### src/rtl/cla_seq_adder_pkg.sv
// Shared definitions for the nibble-serial carry-lookahead adder.
package cla_seq_adder_pkg;

  // Width of the time-shared carry-lookahead slice.
  localparam int SLICE_W = 4;

  // Controller states.
  typedef enum logic [1:0] {
    ST_IDLE = 2'd0,
    ST_RUN  = 2'd1,
    ST_DONE = 2'd2
  } state_e;

  // Two's-complement overflow from the sign bits of both addends and the sum.
  // The b sign must be that of the operand actually added (inverted for subtract).
  function automatic logic calc_ovf(input logic a_msb, input logic b_msb, input logic s_msb);
    return ~(a_msb ^ b_msb) & (a_msb ^ s_msb);
  endfunction

endpackage

### src/rtl/cla_seq_adder_cla4.sv
// Combinational 4-bit carry-lookahead slice: propagate/generate,
// lookahead carries, and sum = p XOR carry-in of each bit.
module cla4_slice
  import cla_seq_adder_pkg::*;
(
  input  logic [SLICE_W-1:0] a4,
  input  logic [SLICE_W-1:0] b4,
  input  logic               c0,
  output logic [SLICE_W-1:0] s4,
  output logic               c4
);

  logic [SLICE_W-1:0] p_s;
  logic [SLICE_W-1:0] g_s;
  logic [SLICE_W-1:0] c_s;

  assign p_s = a4 ^ b4;
  assign g_s = a4 & b4;

  // Lookahead carries, each expanded directly from c0 so no bit ripples.
  always_comb begin
    c_s[0] = c0;
    c_s[1] = g_s[0] | (p_s[0] & c0);
    c_s[2] = g_s[1] | (p_s[1] & g_s[0]) | (p_s[1] & p_s[0] & c0);
    c_s[3] = g_s[2] | (p_s[2] & g_s[1]) | (p_s[2] & p_s[1] & g_s[0])
           | (p_s[2] & p_s[1] & p_s[0] & c0);
    c4     = g_s[3] | (p_s[3] & g_s[2]) | (p_s[3] & p_s[2] & g_s[1])
           | (p_s[3] & p_s[2] & p_s[1] & g_s[0])
           | (p_s[3] & p_s[2] & p_s[1] & p_s[0] & c0);
  end

  assign s4 = p_s ^ c_s;

endmodule

### src/rtl/cla_seq_adder.sv
// Multi-cycle WIDTH-bit adder/subtractor that feeds one 4-bit CLA slice
// a nibble per clock, LSB nibble first, linked by a registered carry.
module cla_seq_adder
  import cla_seq_adder_pkg::*;
#(
  parameter int WIDTH = 16
) (
  input  logic             clk,
  input  logic             rst_n,
  input  logic             start,
  input  logic             sub,
  input  logic [WIDTH-1:0] a,
  input  logic [WIDTH-1:0] b,
  input  logic             cin,
  output logic             busy,
  output logic             done,
  output logic [WIDTH-1:0] sum,
  output logic             cout,
  output logic             ovf
);

  localparam int NSLICE = WIDTH / SLICE_W;
  localparam int IDX_W  = (NSLICE > 1) ? $clog2(NSLICE) : 1;

  state_e             state_q, state_d;
  logic [IDX_W-1:0]   idx_q, idx_d;
  logic [WIDTH-1:0]   a_q, a_d;
  logic [WIDTH-1:0]   b_q, b_d;
  logic [WIDTH-1:0]   sum_q, sum_d;
  logic               carry_q, carry_d;
  logic               cout_q, cout_d;
  logic               ovf_q, ovf_d;
  logic               busy_q, busy_d;
  logic               done_q, done_d;

  logic [SLICE_W-1:0] a_nib_s;
  logic [SLICE_W-1:0] b_nib_s;
  logic [SLICE_W-1:0] s_nib_s;
  logic               c_nib_s;
  logic               last_s;

  // Nibble mux: select the operand nibble addressed by idx.
  assign a_nib_s = a_q[idx_q*SLICE_W +: SLICE_W];
  assign b_nib_s = b_q[idx_q*SLICE_W +: SLICE_W];
  assign last_s  = (idx_q == IDX_W'(NSLICE - 1));

  cla4_slice u_slice (
    .a4 (a_nib_s),
    .b4 (b_nib_s),
    .c0 (carry_q),
    .s4 (s_nib_s),
    .c4 (c_nib_s)
  );

  // Next-state, operand loading, nibble demux and result capture.
  always_comb begin
    state_d = state_q;
    idx_d   = idx_q;
    a_d     = a_q;
    b_d     = b_q;
    sum_d   = sum_q;
    carry_d = carry_q;
    cout_d  = cout_q;
    ovf_d   = ovf_q;
    case (state_q)
      ST_IDLE, ST_DONE: begin
        if (start) begin
          a_d     = a;
          b_d     = sub ? ~b : b;
          carry_d = sub ? 1'b1 : cin;
          idx_d   = '0;
          sum_d   = '0;
          state_d = ST_RUN;
        end else begin
          state_d = ST_IDLE;
        end
      end
      ST_RUN: begin
        sum_d[idx_q*SLICE_W +: SLICE_W] = s_nib_s;
        carry_d = c_nib_s;
        if (last_s) begin
          // Top nibble: the slice output carries the final sign and carry.
          idx_d   = '0;
          cout_d  = c_nib_s;
          ovf_d   = calc_ovf(a_q[WIDTH-1], b_q[WIDTH-1], s_nib_s[SLICE_W-1]);
          state_d = ST_DONE;
        end else begin
          idx_d   = idx_q + IDX_W'(1);
          state_d = ST_RUN;
        end
      end
      default: begin
        state_d = ST_IDLE;
      end
    endcase
    busy_d = (state_d == ST_RUN);
    done_d = (state_d == ST_DONE);
  end

  // State, datapath and output registers; async reset aborts any operation.
  always_ff @(posedge clk or negedge rst_n) begin
    if (!rst_n) begin
      state_q <= ST_IDLE;
      idx_q   <= '0;
      a_q     <= '0;
      b_q     <= '0;
      sum_q   <= '0;
      carry_q <= 1'b0;
      cout_q  <= 1'b0;
      ovf_q   <= 1'b0;
      busy_q  <= 1'b0;
      done_q  <= 1'b0;
    end else begin
      state_q <= state_d;
      idx_q   <= idx_d;
      a_q     <= a_d;
      b_q     <= b_d;
      sum_q   <= sum_d;
      carry_q <= carry_d;
      cout_q  <= cout_d;
      ovf_q   <= ovf_d;
      busy_q  <= busy_d;
      done_q  <= done_d;
    end
  end

  assign busy = busy_q;
  assign done = done_q;
  assign sum  = sum_q;
  assign cout = cout_q;
  assign ovf  = ovf_q;

endmodule

### config.mk
export PLATFORM = sky130hd
export DESIGN_NAME = cla_seq_adder
export DESIGN_NICKNAME = d
export VERILOG_FILES = /design/src/rtl/cla_seq_adder_pkg.sv /design/src/rtl/cla_seq_adder_cla4.sv /design/src/rtl/cla_seq_adder.sv
export SDC_FILE = /design/constraint.sdc
export NUM_CORES = 1
export LEC_CHECK = 0
export ABC_AREA = 1
export CORE_UTILIZATION = 40
export CTS_CLUSTER_DIAMETER = 80
export DETAILED_ROUTE_END_ITERATION = 6
export GPL_TIMING_DRIVEN = 0
export HOLD_SLACK_MARGIN = 0.08
export PLACE_DENSITY = 0.66
export SLEW_MARGIN = 20
export SYNTH_ARGS = -nofsm -noshare
export SYNTH_HDL_FRONTEND = slang
export SYNTH_HIERARCHICAL = 1
export SYNTH_SLANG_ARGS = --single-unit
### constraint.sdc
create_clock -name clk -period 5 [get_ports clk]
set_clock_uncertainty 0.1 [all_clocks]
set_input_delay 1.5 -clock clk [delete_from_list [all_inputs] [get_ports clk]]
set_output_delay 1.5 -clock clk [all_outputs]
set_load 0.01 [all_outputs]
Yosys cells after proc, flatten, opt, wreduce, memory -nomap -nowiden
Cells that the tools add are included.

word-level totals
  register bits = 57
  input bits = 37
  word-level logic and storage cells = 75
  output and inout port bits = 20

operators by class
  reduce and logical (&&, ||, !) cells = 6
  add/sub/neg operators = 2
  multiplexer cells = 13
  bitwise gates (word level) = 34
  shift operators = 4
  equality and inequality tests = 6

operators by type and width
  cell                       count
  $neg A4 Y34                1
  $shift A4 B34 Y16 const A  1
  $shiftx A4 B34 Y16         1
  $mux W16                   2
  $pmux W16 S2               1
  $shiftx A16 B5 Y4          2
  $and A1 B1 Y1              17
  $bwmux W16                 1
  $not A16 Y16               1
  $or A1 B1 Y1               10
  $pmux W2 S2                2
  $xor A4 B4 Y4              2
  $eq A2 B2 Y1 const B       3
  $mux W2                    3
  $reduce_and A2 Y1          3
  $and A4 B4 Y4              1
  $eq A2 B1 Y1 const B       2
  $mux W1                    3
  $add A2 B1 Y2 const B      1
  $logic_not A2 Y1           1
  $ne A2 B2 Y1 const B       1
  $pmux W1 S2                1
  $reduce_bool A2 Y1         1
  $reduce_or A2 Y1           1
  2 further kinds            3

Logic depth before layout (Yosys ltp)
Gate-level depths: netlist of run 1.

  depth after elaboration = 10
  gate-level depth with buffers = 18

By module
The synthesis of run 1 kept the hierarchy.

modules (own cells, without submodules)
  module         cells an instance  times used  area an instance (sq um)
  cla_seq_adder  347                1           2825.2
  cla4_slice     31                 1           188.9

Least setup slack after synthesis of run 1
Ideal clock, no wire load.

  kind = input to register
  from = input sub
  to = register carry_q
  arrival = 2.096 ns
  setup slack = 2.687 ns
  stages on the path = 6
  cells stage by stage = buf_4 > buf_4 > nor2_1 > nand2_1 > nand3_1 > nand2_1

between the ends
  longest elaborated chain between the ends = 3

ends and longest elaborated chain
  element               line                  text
  start, declared       cla_seq_adder.sv:11   input logic sub,
  $mux W1               cla_seq_adder.sv:70   carry_d = sub ? 1'b1 : cin;
  $mux W1               cla_seq_adder.sv:67   if (start) begin
  $pmux W1 S2           cla_seq_adder.sv:65   case (state_q)
  end signal, assigned  cla_seq_adder.sv:119  carry_q <= carry_d;
  end, declared         cla_seq_adder.sv:30   logic carry_q, carry_d;

Every way passes these cells. The select of a mux whose other input is x is not followed.
A chain may end at the register's enable or synchronous reset.

Worst setup path after layout of run 1
  from = register sum_q[7], in the netlist sum[7]
  to = output sum[7]

RTL lines
  element                 line                  text
  start, declared         cla_seq_adder.sv:29   logic [WIDTH-1:0] sum_q, sum_d;
  start signal, assigned  cla_seq_adder.sv:118  sum_q <= sum_d;
  end, declared           cla_seq_adder.sv:17   output logic [WIDTH-1:0] sum,

No word-level cell between the ends.

==> results.ini, run 1 <==
[logic_synthesis]
ys_warn_count = 6
yosys.area.top_type_share_pct = 47.32
synth_fp_nets = 426
synth_cell_types = 20
yosys.area.top_type = dfrtp_1
synth-seq-cells = 57
netlist_area_sq_um = 3014
synth.area.top_cells = dfrtp_1, nand2_1, nand3_1, xor2_1, ha_1
ys_seq_area_share_pct = 47.32
synth_area_per_cell_sq_um = 7.974
syn_inst = 378

[power_and_ir_drop]
ir_worst_vdd_mv = 0.2343
powerDensity_nw_per_um2 = 658.7
cellLeakagePower_nw = 2.016

[cts]
clockBufferDepth = 2
cts_root_buf = clkbuf_8
cts_htree_levels = 3
cts_resized = 0
post-cts-setup-buffers = 0
cts_tree = yes
cts.sinks = 57
clock_latency_ps = 340
clk_pin_slew_ps = 60
hold_buffers = 0
numCtsBuffers = 9

[critical_path]
crit_arrival_ps = 1240
crit_family = buffers and inverters
critical_path_buf_inv_count = 1
cp_slowest_cell = clkdlybuf4s50_1
end_kind = output pin
cp.required_ps = 3400
path_max_fanout = 2
critPathMaxStageDelay_ps = 540
worst-setup-path-type = register to output pin
startpoint_type = register
timing.rr.start = idx_q[0]
worstSetupStartpoint = sum[7]
crit_chain = clkdlybuf4s50_1

[status]
status = complete, no violations

[timing]
fmax_ghz = 0.3522
max_slew_margin_pct = 52.56
setup_tns_ps = 0
fin_hold_ws_ps = 375.3
worst_pin_slew_ps = 711.6
setup_viol = 0
finalHoldViolations = 0
rsz0062_at_grt = no
period_minus_slack_ps = 2839
slew_violations = 0
final.period_utilization_pct = 56.78

[cells_and_area]
nets = 492
drive_gt1_share_pct = 8.018
diodes = 0
syn_to_final_growth_pct = 28.06

[floorplan]
coreArea_sq_um = 7253
ios = 57
die_w_um = 88.81
initial_core_util_pct = 41.56
rows = 31
die_height_um = 88.81
die_area_sq_um = 7886

[global_route]
antenna_found_initial = 0
grt_pass1_wl_mm = 11.35
grt_pass1_vias = 2417
grt_overflow = 0
grt_max_degree = 58
grt_use_total_pct = 19.61

[placed_design]
io_buffers = 55
gp_congestion = 0.8330
dp_hpwl_mm = 4.855

[routing]
drc = 0
avgViaCountPerCell = 4.599
via_count = 2520
wirelength_mm = 6.573
drtAntennaViolNets = 0
first_iter_violations = 83
first_pass_iters = 4
wl_per_cell_um = 11.99

[run]
drv_cap = 0

[worst_hold_path]
hp-class = register to register
worstHoldStart = a_q[14]

==> placed cells by master, fill, tap and decap left out <==
cell and count:
xnor2_1 1, ha_1 10, buf_6 4, dfrtp_1 57
a21oi_1 1, fa_1 1, clkbuf_8 11, o21ai_1 3
nand3_1 35, clkinv_2 3, clkbuf_1 2, o211ai_1 10
or2_0 1, o21ai_0 18, inv_1 31, nor2_1 20
clkdlybuf4s50_1 54, nand2_1 147, buf_4 8, nand2_2 2
nand4_1 6, xor2_1 16, buf_2 5, inv_2 3
==> Yosys cell counts <==
cell / n
o21ai_1: 3
buf_2: 5
inv_1: 31
buf_4: 7
xnor2_1: 1
ha_1: 10
nand4_1: 6
dfrtp_1: 57
nand3_1: 35
o211ai_1: 10
fa_1: 1
nand2_2: 2
a21oi_1: 1
inv_2: 3
xor2_1: 16
or2_0: 1
nand2_1: 147
o21ai_0: 18
nor2_1: 20
buf_6: 4
==> final cells by class <==
cell class / count / area, sq um
sequential: 57 / 1426
timing repair buffer: 55 / 548.0
tap: 99 / 123.9
buffer: 16 / 122.6
multi-input combinational: 271 / 1338
inverter: 34 / 127.6
clock buffer: 13 / 158.9
fill: 721 / 3393
clock inverter: 3 / 15.01
==> routing by layer <==
| layer | track usage, % | routed length, um |
|---|---|---|
| met5 | 0 | 0 |
| met4 | 10.70 | 186 |
| met3 | 5.877 | 407 |
| met2 | 30.84 | 3041 |
| met1 | 24.20 | 2937 |
==> path summary, 6_finish.rpt <==
kind	end	slack, ps	cells after the start
max in group asynchronous	a_q[5]	3220	1
worst max register to register	sum[15]	2340	15
worst min register to register	a_q[14]	380	2
worst min-delay path	a_q[14]	380	2
worst max-delay path	sum[7]	2160	1
min in group asynchronous	busy	1100	1
==> cells by family after synthesis <==
group | after synthesis | synth area share, %
compound gates | 32 | 6.143
simple gates | 211 | 28.48
buf+inv | 50 | 8.302
xor+xnor | 17 | 4.940
fa+ha+maj | 11 | 4.815
flops | 57 | 47.32
==> registers in the layout, summed over array words and instances, names as in the netlist <==
name and flops:
state_q 2, done 1, busy 1, ovf 1, a_q 16, carry_q 1
idx_q 2, b_q 16, cout 1, sum 16
==> metrics by stage <==
step                      utilization [%]  power [W]  instances  cell area, sq um  worst slack (ps)
after CTS                           53.22   0.002564        548              3860              2139
final                               53.22   0.002543        548              3860              2161
after global routing                53.22   0.002808        548              3860              2083
after floorplan                         -   0.001754        378              3014              2687
after global placement              50.85   0.002160        532              3689             590.2
after detailed placement            50.82   0.002174        532              3686              2275
==> where the power goes <==
group | internal [W] | total [W] | switching, W
clock network | 0.000204 | 0.000382 | 0.000177
logic | 0.000546 | 0.00140 | 0.000854
registers | 0.000656 | 0.000761 | 0.000105
total | 0.00141 | 0.00254 | 0.00114
(Power assumes the default switching activity.)
==> inputs of run 2 (changes only) <==
PLACE_DENSITY = 0.68   (was 0.66)
clock period = 2.4 ns   (was 5 ns; I/O delays follow)
==> run 2 against run 1 <==
Compared with the run above: worst hold slack worse by 59 ps; sequential share of layout area is 1.7 points lower; sequential power is 110% higher; count of clock-buffer cells in the layout is 1 higher; combinational power grew to 2.6 times the previous value; setup slack worse by 2100 ps; global-route usage is 0.50 points higher; total power is 140% higher; non-clock buffer count is 7 higher; largest cell class unchanged.
==> results.ini, run 2 (synthesis gave the netlist of run 1 again) <==
[run]
drv_cap = 0  ; unchanged

[timing]
finalHoldViolations = 0  ; unchanged
worst_pin_slew_ps = 709.8  ; -1.782 ps
period_minus_slack_ps = 2298
setup_viol = 0  ; unchanged
slew_violations = 0  ; unchanged
max_slew_margin_pct = 52.68  ; +0.12 points
final.period_utilization_pct = 95.77
fin_hold_ws_ps = 316.4  ; -58.86 ps
fmax_ghz = 0.4351

[critical_path]
crit_chain = buf_6, buf_4, nor2_1, nor2_1, o21ai_0, nand2_1, ha_4, or2_0, nand2_2, nand2_2, nand2_2, nand2_4, nand3_1, inv_1, nand2_1, nand2_1
crit_family = simple AND/OR/NAND/NOR gates
cp_slowest_cell = dfrtp_1
cp.required_ps = 2550  ; -850 ps
critPathMaxStageDelay_ps = 400  ; -140 ps
path_max_fanout = 5  ; +3
startpoint_type = register
critical_path_buf_inv_count = 3  ; +2
worst-setup-path-type = register to register
end_kind = register
crit_arrival_ps = 2450  ; +1210 ps

[routing]
wirelength_mm = 6.959  ; +5.9%
via_count = 2651  ; +5.2%
wl_per_cell_um = 12.54  ; +4.5%
drc = 0  ; unchanged
avgViaCountPerCell = 4.777  ; +3.9%
drtAntennaViolNets = 0  ; unchanged
first_pass_iters = 4  ; unchanged
first_iter_violations = 125  ; +51%

[power_and_ir_drop]
powerDensity_nw_per_um2 = 1524  ; +130%
cellLeakagePower_nw = 2.085  ; +3.4%
ir_worst_vdd_mv = 0.6168  ; +160%

[cts]
cts.sinks = 57  ; unchanged
clock_latency_ps = 350  ; about the same
cts_htree_levels = 3  ; unchanged
clockBufferDepth = 2  ; unchanged
cts_tree = yes
numCtsBuffers = 9  ; unchanged
clk_pin_slew_ps = 70  ; about the same
hold_buffers = 0  ; unchanged
cts_root_buf = clkbuf_8

[floorplan]
die_height_um = 88.81  ; unchanged
die_area_sq_um = 7886  ; unchanged
die_w_um = 88.81  ; unchanged
rows = 31  ; unchanged
ios = 57  ; unchanged
initial_core_util_pct = 41.56  ; unchanged
coreArea_sq_um = 7253  ; unchanged

[placed_design]
dp.cells = 532  ; unchanged
gp_congestion = 0.8395  ; +0.78%
dp_hpwl_mm = 4.909  ; +1.1%
io_buffers = 55  ; unchanged

[global_route]
grt_max_degree = 58  ; unchanged
grt_use_total_pct = 20.12  ; +0.50 points
antenna_found_initial = 0  ; unchanged
grt_pass1_wl_mm = 11.64  ; +2.6%
grt_overflow = 0  ; unchanged
grt_pass1_vias = 2550  ; +5.5%

[cells_and_area]
drive_gt1_share_pct = 12.28  ; +4.3 points
finalNonFillerCells = 555  ; +1.3%
syn_to_final_growth_pct = 34.37
ff_latch_area_sq_um = 1428  ; about the same
diodes = 0  ; unchanged
fillers = 702  ; -2.6%
multi_input_area_sq_um = 1400  ; +4.7%
nets = 499  ; +1.4%
final_common_cell = nand2_1
layout_common_cells = nand2_1, dfrtp_1, clkdlybuf4s50_1

[status]
status = complete, no violations

[worst_hold_path]
hp-class = input pin to async pin

## run 2: cell count changes in the layout (fill, tap and decap cells not counted), sizes merged
cell	delta
buf	+7
clkinv	-2
bufinv	+1
clkbuf	+1
## run 2: final timing paths
kind	start	endpoint	slack, ps	cells after the start
max	idx_q[0]	sum[15]	100	16
min	rst_n	busy	320	1
max reg2reg	idx_q[0]	sum[15]	100	16
min reg2reg	b_q[12]	b_q[12]	370	2
max in group asynchronous	rst_n	idx_q[1]	1370	1
min in group clk	b_q[12]	b_q[12]	370	2
## run 2: cell type report
cell class                      instances  share of cell area, %
Sequential cell                        57                  35.25
Multi-Input combinational cell        271                  34.57
Timing Repair Buffer                   62                  14.77
Clock buffer                           14                  4.263
Buffer                                 16                  3.831
Inverter                               34                  3.398
Tap cell                               99                  3.058
Clock inverter                          2                 0.8650
## run 2: power breakdown
| group | switching [W] | internal, W |
|---|---|---|
| Sequential | 0.000223 | 0.00137 |
| Combinational | 0.00205 | 0.00157 |
| Clock | 0.000387 | 0.000563 |
| Total | 0.00266 | 0.00351 |
## run 2: through the flow
step / setup TNS [ps] / power (W) / area, sq um / setup WS, ps / utilization (%)
after floorplan: 0 / 0.003653 / 3014 / 158.2 / -
after global routing: -125.0 / 0.006704 / 4050 / -57.53 / 55.84
final: 0 / 0.006170 / 4050 / 101.6 / 55.84
after detailed placement: -2193 / 0.004560 / 3686 / -251.1 / 50.82
after global placement: -70390 / 0.004497 / 3689 / -1207 / 50.85
after CTS: 0 / 0.005696 / 3936 / 4.368 / 54.27
## run 2: repair_timing
item                                   in CTS  in global routing
setup endpoints to repair                  16                 13
setup buffers                               1                  5
gates resized for setup                    10                 22
gates cloned                                0                  1
endpoints found under the hold margin       0                  0
pin swaps                                   1                 10
## run 2: per-layer routing
layer / wire length, um / GRT usage, %
met2: 3276 / 32.73
met4: 265 / 12.02
met3: 348 / 5.410
met1: 3069 / 23.85
met5: 0 / 0
